File: config.mk
export PLATFORM = sky130hd
export DESIGN_NAME = rv32i_io_ctrl
export DESIGN_NICKNAME = d
export VERILOG_FILES = /design/src/rtl/rv32i_io_ctrl.sv
export SDC_FILE = /design/constraint.sdc
export NUM_CORES = 1
export LEC_CHECK = 0
export ABC_AREA = 1
export CORE_MARGIN = 1.5
export CORE_UTILIZATION = 45
export DETAILED_ROUTE_END_ITERATION = 8
export PLACE_DENSITY = 0.73
export SYNTH_ARGS = -nofsm -noshare
export SYNTH_HDL_FRONTEND = slang
export SYNTH_SLANG_ARGS = --single-unit
File: constraint.sdc
create_clock -name clk -period 3 [get_ports clk]
set_clock_uncertainty 0.15 [all_clocks]
set_input_delay 0.6 -clock clk [delete_from_list [all_inputs] [get_ports clk]]
set_output_delay 0.6 -clock clk [all_outputs]
set_load 0.01 [all_outputs]
File: src/rtl/rv32i_io_ctrl.sv
// Memory-mapped I/O controller: LEDs, synchronised switches, debounced push-buttons and a 4-digit seven-segment scan.
// Optional macro IO_IRQ_EN adds the IRQ_MASK register and a registered push-button edge interrupt.
module rv32i_io_ctrl #(
  parameter int LED_W           = 16,
  parameter int SW_W            = 12,
  parameter int PB_W            = 4,
  parameter int DEBOUNCE_CYCLES = 16,
  parameter int SCAN_DIV        = 100000
) (
  input  logic             clk,
  input  logic             reset,
  input  logic [29:0]      io_addr,
  input  logic             io_we,
  input  logic [3:0]       io_be,
  input  logic [31:0]      io_wdata,
  output logic [31:0]      io_rdata,
  input  logic [SW_W-1:0]  sw_in,
  input  logic [PB_W-1:0]  pb_in,
  output logic [LED_W-1:0] leds_out,
  output logic [3:0]       ss_anode,
  output logic [7:0]       ss_cathode,
  output logic             irq
);

  localparam int DB_CW = $clog2(DEBOUNCE_CYCLES + 1);
  localparam int SC_W  = $clog2(SCAN_DIV);
  localparam logic [DB_CW-1:0] DB_LAST   = DB_CW'(DEBOUNCE_CYCLES - 1);
  localparam logic [SC_W-1:0]  SCAN_LAST = SC_W'(SCAN_DIV - 1);

  localparam logic [2:0] REG_LED     = 3'd0;
  localparam logic [2:0] REG_SW      = 3'd1;
  localparam logic [2:0] REG_PB      = 3'd2;
  localparam logic [2:0] REG_PB_EDGE = 3'd3;
  localparam logic [2:0] REG_SS_VAL  = 3'd4;
  localparam logic [2:0] REG_SS_CTRL = 3'd5;
  localparam logic [2:0] REG_IRQ_MSK = 3'd6;

  function automatic logic [31:0] lane_mask(input logic [3:0] be);
    return {{8{be[3]}}, {8{be[2]}}, {8{be[1]}}, {8{be[0]}}};
  endfunction

  // Active-low {G,F,E,D,C,B,A} pattern for one hex digit.
  function automatic logic [6:0] hex_seg(input logic [3:0] nib);
    logic [6:0] on;
    case (nib)
      4'h0: on = 7'h3F;
      4'h1: on = 7'h06;
      4'h2: on = 7'h5B;
      4'h3: on = 7'h4F;
      4'h4: on = 7'h66;
      4'h5: on = 7'h6D;
      4'h6: on = 7'h7D;
      4'h7: on = 7'h07;
      4'h8: on = 7'h7F;
      4'h9: on = 7'h6F;
      4'hA: on = 7'h77;
      4'hB: on = 7'h7C;
      4'hC: on = 7'h39;
      4'hD: on = 7'h5E;
      4'hE: on = 7'h79;
      4'hF: on = 7'h71;
      default: on = 7'h00;
    endcase
    return ~on;
  endfunction

  logic [SW_W-1:0]  sw_meta_r, sw_sync_r;
  logic [PB_W-1:0]  pb_meta_r, pb_sync_r, pb_db_r, pb_edge_r;
  logic [PB_W-1:0]  pb_toggle_s, pb_rise_s, pb_clr_s;
  logic [DB_CW-1:0] db_cnt_r [PB_W];
  logic [LED_W-1:0] led_r;
  logic [15:0]      ss_val_r;
  logic [7:0]       ss_ctrl_r;
  logic [SC_W-1:0]  scan_cnt_r;
  logic [1:0]       digit_r, digit_nxt_s;
  logic [3:0]       anode_nxt_s;
  logic [7:0]       cathode_nxt_s;
  logic [2:0]       reg_idx_s;
  logic [31:0]      wr_mask_s, rd_s;
  logic [PB_W-1:0]  irq_mask_s;
  logic             wr_led_s, wr_ss_val_s, wr_ss_ctrl_s;
  logic             addr_unused_s;

  assign reg_idx_s     = io_addr[2:0];
  assign wr_mask_s     = lane_mask(io_be);
  assign wr_led_s      = io_we && (reg_idx_s == REG_LED);
  assign wr_ss_val_s   = io_we && (reg_idx_s == REG_SS_VAL);
  assign wr_ss_ctrl_s  = io_we && (reg_idx_s == REG_SS_CTRL);
  assign addr_unused_s = ^{io_addr[29:3], io_wdata, wr_mask_s};
  assign leds_out      = led_r;

  // Debounce toggle and rising-edge detection, plus RW1C clear decode.
  always_comb begin
    pb_clr_s = '0;
    for (int i = 0; i < PB_W; i++) begin
      pb_toggle_s[i] = (pb_sync_r[i] != pb_db_r[i]) && (db_cnt_r[i] == DB_LAST);
    end
    pb_rise_s = pb_toggle_s & ~pb_db_r;
    if (io_we && (reg_idx_s == REG_PB_EDGE)) begin
      pb_clr_s = io_wdata[PB_W-1:0] & wr_mask_s[PB_W-1:0];
    end else begin
      pb_clr_s = '0;
    end
  end

  // Read mux over the current register contents.
  always_comb begin
    rd_s = 32'h0000_0000;
    case (reg_idx_s)
      REG_LED:     rd_s[LED_W-1:0] = led_r;
      REG_SW:      rd_s[SW_W-1:0]  = sw_sync_r;
      REG_PB:      rd_s[PB_W-1:0]  = pb_db_r;
      REG_PB_EDGE: rd_s[PB_W-1:0]  = pb_edge_r;
      REG_SS_VAL:  rd_s[15:0]      = ss_val_r;
      REG_SS_CTRL: rd_s[7:0]       = ss_ctrl_r;
      REG_IRQ_MSK: rd_s[PB_W-1:0]  = irq_mask_s;
      default:     rd_s            = 32'h0000_0000;
    endcase
  end

  // Outputs are decoded from the digit that becomes current on this edge so anode and cathode move together.
  always_comb begin
    if (scan_cnt_r == SCAN_LAST) begin
      digit_nxt_s = digit_r + 2'd1;
    end else begin
      digit_nxt_s = digit_r;
    end
    if (ss_ctrl_r[digit_nxt_s]) begin
      anode_nxt_s   = ~(4'b0001 << digit_nxt_s);
      cathode_nxt_s = {~ss_ctrl_r[{1'b1, digit_nxt_s}], hex_seg(ss_val_r[{digit_nxt_s, 2'b00} +: 4])};
    end else begin
      anode_nxt_s   = 4'hF;
      cathode_nxt_s = 8'hFF;
    end
  end

  // Input synchronisers and per-channel debounce counters.
  always_ff @(posedge clk) begin
    if (!reset) begin
      sw_meta_r <= '0;
      sw_sync_r <= '0;
      pb_meta_r <= '0;
      pb_sync_r <= '0;
      pb_db_r   <= '0;
      for (int i = 0; i < PB_W; i++) db_cnt_r[i] <= '0;
    end else begin
      sw_meta_r <= sw_in;
      sw_sync_r <= sw_meta_r;
      pb_meta_r <= pb_in;
      pb_sync_r <= pb_meta_r;
      pb_db_r   <= pb_db_r ^ pb_toggle_s;
      for (int i = 0; i < PB_W; i++) begin
        if (pb_sync_r[i] == pb_db_r[i] || pb_toggle_s[i]) begin
          db_cnt_r[i] <= '0;
        end else begin
          db_cnt_r[i] <= db_cnt_r[i] + DB_CW'(1);
        end
      end
    end
  end

  // Software-visible registers and registered read data.
  always_ff @(posedge clk) begin
    if (!reset) begin
      led_r     <= '0;
      ss_val_r  <= 16'h0000;
      ss_ctrl_r <= 8'h0F;
      pb_edge_r <= '0;
      io_rdata  <= 32'h0000_0000;
    end else begin
      io_rdata  <= rd_s;
      pb_edge_r <= (pb_edge_r & ~pb_clr_s) | pb_rise_s;
      if (wr_led_s) begin
        led_r <= (led_r & ~wr_mask_s[LED_W-1:0]) | (io_wdata[LED_W-1:0] & wr_mask_s[LED_W-1:0]);
      end
      if (wr_ss_val_s) begin
        ss_val_r <= (ss_val_r & ~wr_mask_s[15:0]) | (io_wdata[15:0] & wr_mask_s[15:0]);
      end
      if (wr_ss_ctrl_s) begin
        ss_ctrl_r <= (ss_ctrl_r & ~wr_mask_s[7:0]) | (io_wdata[7:0] & wr_mask_s[7:0]);
      end
    end
  end

  // Seven-segment scan counter, digit index and display outputs.
  always_ff @(posedge clk) begin
    if (!reset) begin
      scan_cnt_r <= '0;
      digit_r    <= 2'd0;
      ss_anode   <= 4'hF;
      ss_cathode <= 8'hFF;
    end else begin
      scan_cnt_r <= (scan_cnt_r == SCAN_LAST) ? '0 : scan_cnt_r + SC_W'(1);
      digit_r    <= digit_nxt_s;
      ss_anode   <= anode_nxt_s;
      ss_cathode <= cathode_nxt_s;
    end
  end

`ifdef IO_IRQ_EN
  logic [PB_W-1:0] irq_mask_r;
  assign irq_mask_s = irq_mask_r;

  // Interrupt mask register and registered edge interrupt.
  always_ff @(posedge clk) begin
    if (!reset) begin
      irq_mask_r <= '0;
      irq        <= 1'b0;
    end else begin
      irq <= |(pb_edge_r & irq_mask_r);
      if (io_we && (reg_idx_s == REG_IRQ_MSK)) begin
        irq_mask_r <= (irq_mask_r & ~wr_mask_s[PB_W-1:0]) | (io_wdata[PB_W-1:0] & wr_mask_s[PB_W-1:0]);
      end
    end
  end
`else
  assign irq_mask_s = '0;
  assign irq        = 1'b0;
`endif

endmodule

==> run metrics <==
post-synthesis average cell area=roughly 8 um^2; HPWL after detailed placement=~9800 um; min setup slack post-route=~0.31 ns; NumNets Final=between 900 and 1000; worst-case reg-to-reg path depth=15; WL final=13400 um; setup TNS=0 ns; Fin. Hold Viols=0; initial antenna violation count=0; number of CTS-inserted buffers=17; CTS clock-pin slew for the worst setup and hold paths=roughly 0.060 ns; first-pass GRT wire length=between 20000 and 25000 um; Overflow after GRT=0; Synth Cell Area=roughly 6300 um^2; Flop pwr share=a little under half; Placer Congestion=between 0.8 and 0.9; multiplexer share of the synthesized area=0%; Worst Max-Slew Pin Slew=about 0.62 ns; worst slack, placed=0.303 ns; layout cells sized above 1=a little under a tenth; Antenna diodes=0; leakage power=between 3 and 4 nW; via count=approximately 5100; Initial Util=46.7%; Final Critical Period=around 2.7 ns; cts repair resizes=0; core area=13500 um^2; share of the synthesized area in the top cell type=roughly 40%; Final Cycle Share=between 80% and 90%; pin count of the biggest net entering global routing=70; logic gate share of total power=about 6%; Layout Cells excl Fill=1082; Max-slew headroom=about three fifths; sw frac=between 20 and 25%; io pins=146; maxcap violations=0; crit path launch type=register; Synth Warn #=0; Pre-antenna DRT Iters=4; hold path depth=2; Fmax=approximately 0.37 GHz; drt wl/cell=between 10 and 15 um; Setup CP Type=register to register; FF+latch count, synth=approximately 150; total chip power=about 0.0045 W; Die Wd=around 120 um; final instance area=7970 um^2; clock insertion delay at the later pin of the skew report=between 0.4 and 0.5 ns; Adder-Cell Fraction of Synth Area=3.19%; CTS tree=built; Post-Synthesis Cells=778; Port Buf Inserts=83; VDD IR max=approximately 0.00045 V; vias per cell=~4.7; Simple-Gate Fraction of Synth Area=between 20% and 30%; final setup vio count=0; Psw=around 0.0010 W; top cell type by total area after synthesis=dfxtp_1; unrepaired setup endpoints after global routing=false; clock buffer depth=2; DRC=0; post-route ant nets=0; part of the power in the clock network=approximately 48%; ranking of synthesized cells by area=dfxtp_1 (40%), edfxtp_1 (9.6%), nand2_1 (8.8%), inv_1 (6.0%), nand3_1 (4.9%); pwr dens=roughly 560 nW/um^2; DR iter-0 viols=about 350; Data required, critical path=3.17 ns; die area=14700 um^2; CTS H-tree depth=4; Post-Place Cells=between 1000 and 1500; CTS root buf=clkbuf_16; worst hold path class=register to register; Yosys cell types=between 40 and 50; hold_buf cts=0; Pint=approximately 0.0035 W; layout overhead on the synthesized area=26.8%; Post-Synth XOR/XNOR Area=under 10%; Tot GR Track Use=19.9%; CP arrival=~2.9 ns; vias in the first global route=just under 5000; Post-CTS Setup Bufs=0; fraction of the yosys area taken by sequential cells=between 50 and 60%; # rows=42; status=complete, no violations; worst-path fanout max=19; CP endpoint kind=register; area fraction in compound gates after synthesis=roughly 11%; Sink Count=~150; Slew Viols, Final=0; main combinational cell family by area after synthesis=simple AND/OR/NAND/NOR gates; DP Area=around 7400 um^2; die height=~120 um
==> layout make-up <==
| cell class | instances | area (um^2) |
|---|---|---|
| multi-input cells | 521 | 2660 |
| clock inverters | 12 | 146 |
| inverters | 109 | 410 |
| flip-flops and latches | 147 | 3140 |
| repair buffers | 97 | 931 |
| clock buffers | 20 | 457 |
| fillers | 1244 | 5490 |
| well taps | 176 | 220 |
==> worst paths after layout <==
kind	from	to	slack (ns)
worst max register to register	scan_cnt_r[0]	ss_cathode[3]	0.31
worst min-delay path	sw_meta_r[5]	sw_sync_r[5]	0.26
worst min register to register	sw_meta_r[5]	sw_sync_r[5]	0.26
worst max-delay path	scan_cnt_r[0]	ss_cathode[3]	0.31
==> synth_stat cells, drive strengths merged <==
cell type and number:
a211oi 1, a21oi 47, a221oi 7, a31oi 5, buf 23, clkbuf 13
clkinv 2, conb 2, dfxtp 127, edfxtp 20, ha 16, inv 107
nand2 158, nand3 72, nand4 6, nor2 82, nor3 10, nor3b 5
nor4 2, o211ai 2, o21a 1, o21ai 45, o21bai 4, o221ai 4
o22ai 2, o31ai 1, o32ai 1, or2 5, xnor2 2, xor2 6
==> stage by stage <==
| step | util, % | hold slack, ns |
|---|---|---|
| after global routing | 59.2 | 0.268 |
| after global placement | 54.7 | 0.246 |
| after floorplan | - | 0.240 |
| after detailed placement | 54.7 | 0.246 |
| after CTS | 59.2 | 0.259 |
| final | 59.2 | 0.258 |
==> cells in the final DEF, fill, tap and decap left out, types with 20 or more instances in the layout <==
master | synthesis | layout
inv_1 | 100 | 100
conb_1 | 2 | 37
nand3_1 | 62 | 62
a21oi_1 | 47 | 47
nor2_1 | 78 | 78
o21ai_0 | 43 | 43
edfxtp_1 | 20 | 20
nand2_1 | 148 | 148
dfxtp_1 | 127 | 127
clkdlybuf4s50_1 | 0 | 82
==> critical path, cell delays in order, from the launching register on <==
cell     delay (ns)
dfxtp_1        0.36
ha_1           0.22
nand3_2        0.16
nor2_4         0.19
nand3_2        0.12
nand2_4        0.14
nand2_4        0.15
inv_2          0.15
nand2_1        0.07
nand3_1        0.07
nand2_1        0.18
ha_1           0.36
nand3_1        0.09
nand3_1        0.07
nand2_1        0.07
nand2_1        0.04
==> kinds of logic after synthesis <==
group                      count (synthesis)
AOI/OAI and AO/OA                        120
xor gates and xnor gates                   8
adders and majority gates                 16
buffers and inverters                    145
DFF                                      147
other                                      2
and+or+nand+nor                          340
==> routing by layer <==
metal | track usage (%) | part of all wire (%)
met5 | 0 | 0
met2 | 30.9 | 45
met4 | 8.60 | 2.1
met3 | 5.08 | 4.6
met1 | 26.2 | 48
==> power by group through the flow <==
stage	Sequential (W)	Clock (W)	Combinational, W
after floorplan	0.00212	0	0.000146
after global placement	0.00212	0	0.000262
after detailed placement	0.00212	0	0.000265
after CTS	0.00208	0.00217	0.000266
after global routing	0.00208	0.00226	0.000300
final	0.00208	0.00214	0.000266
(Power assumes the default switching activity.)
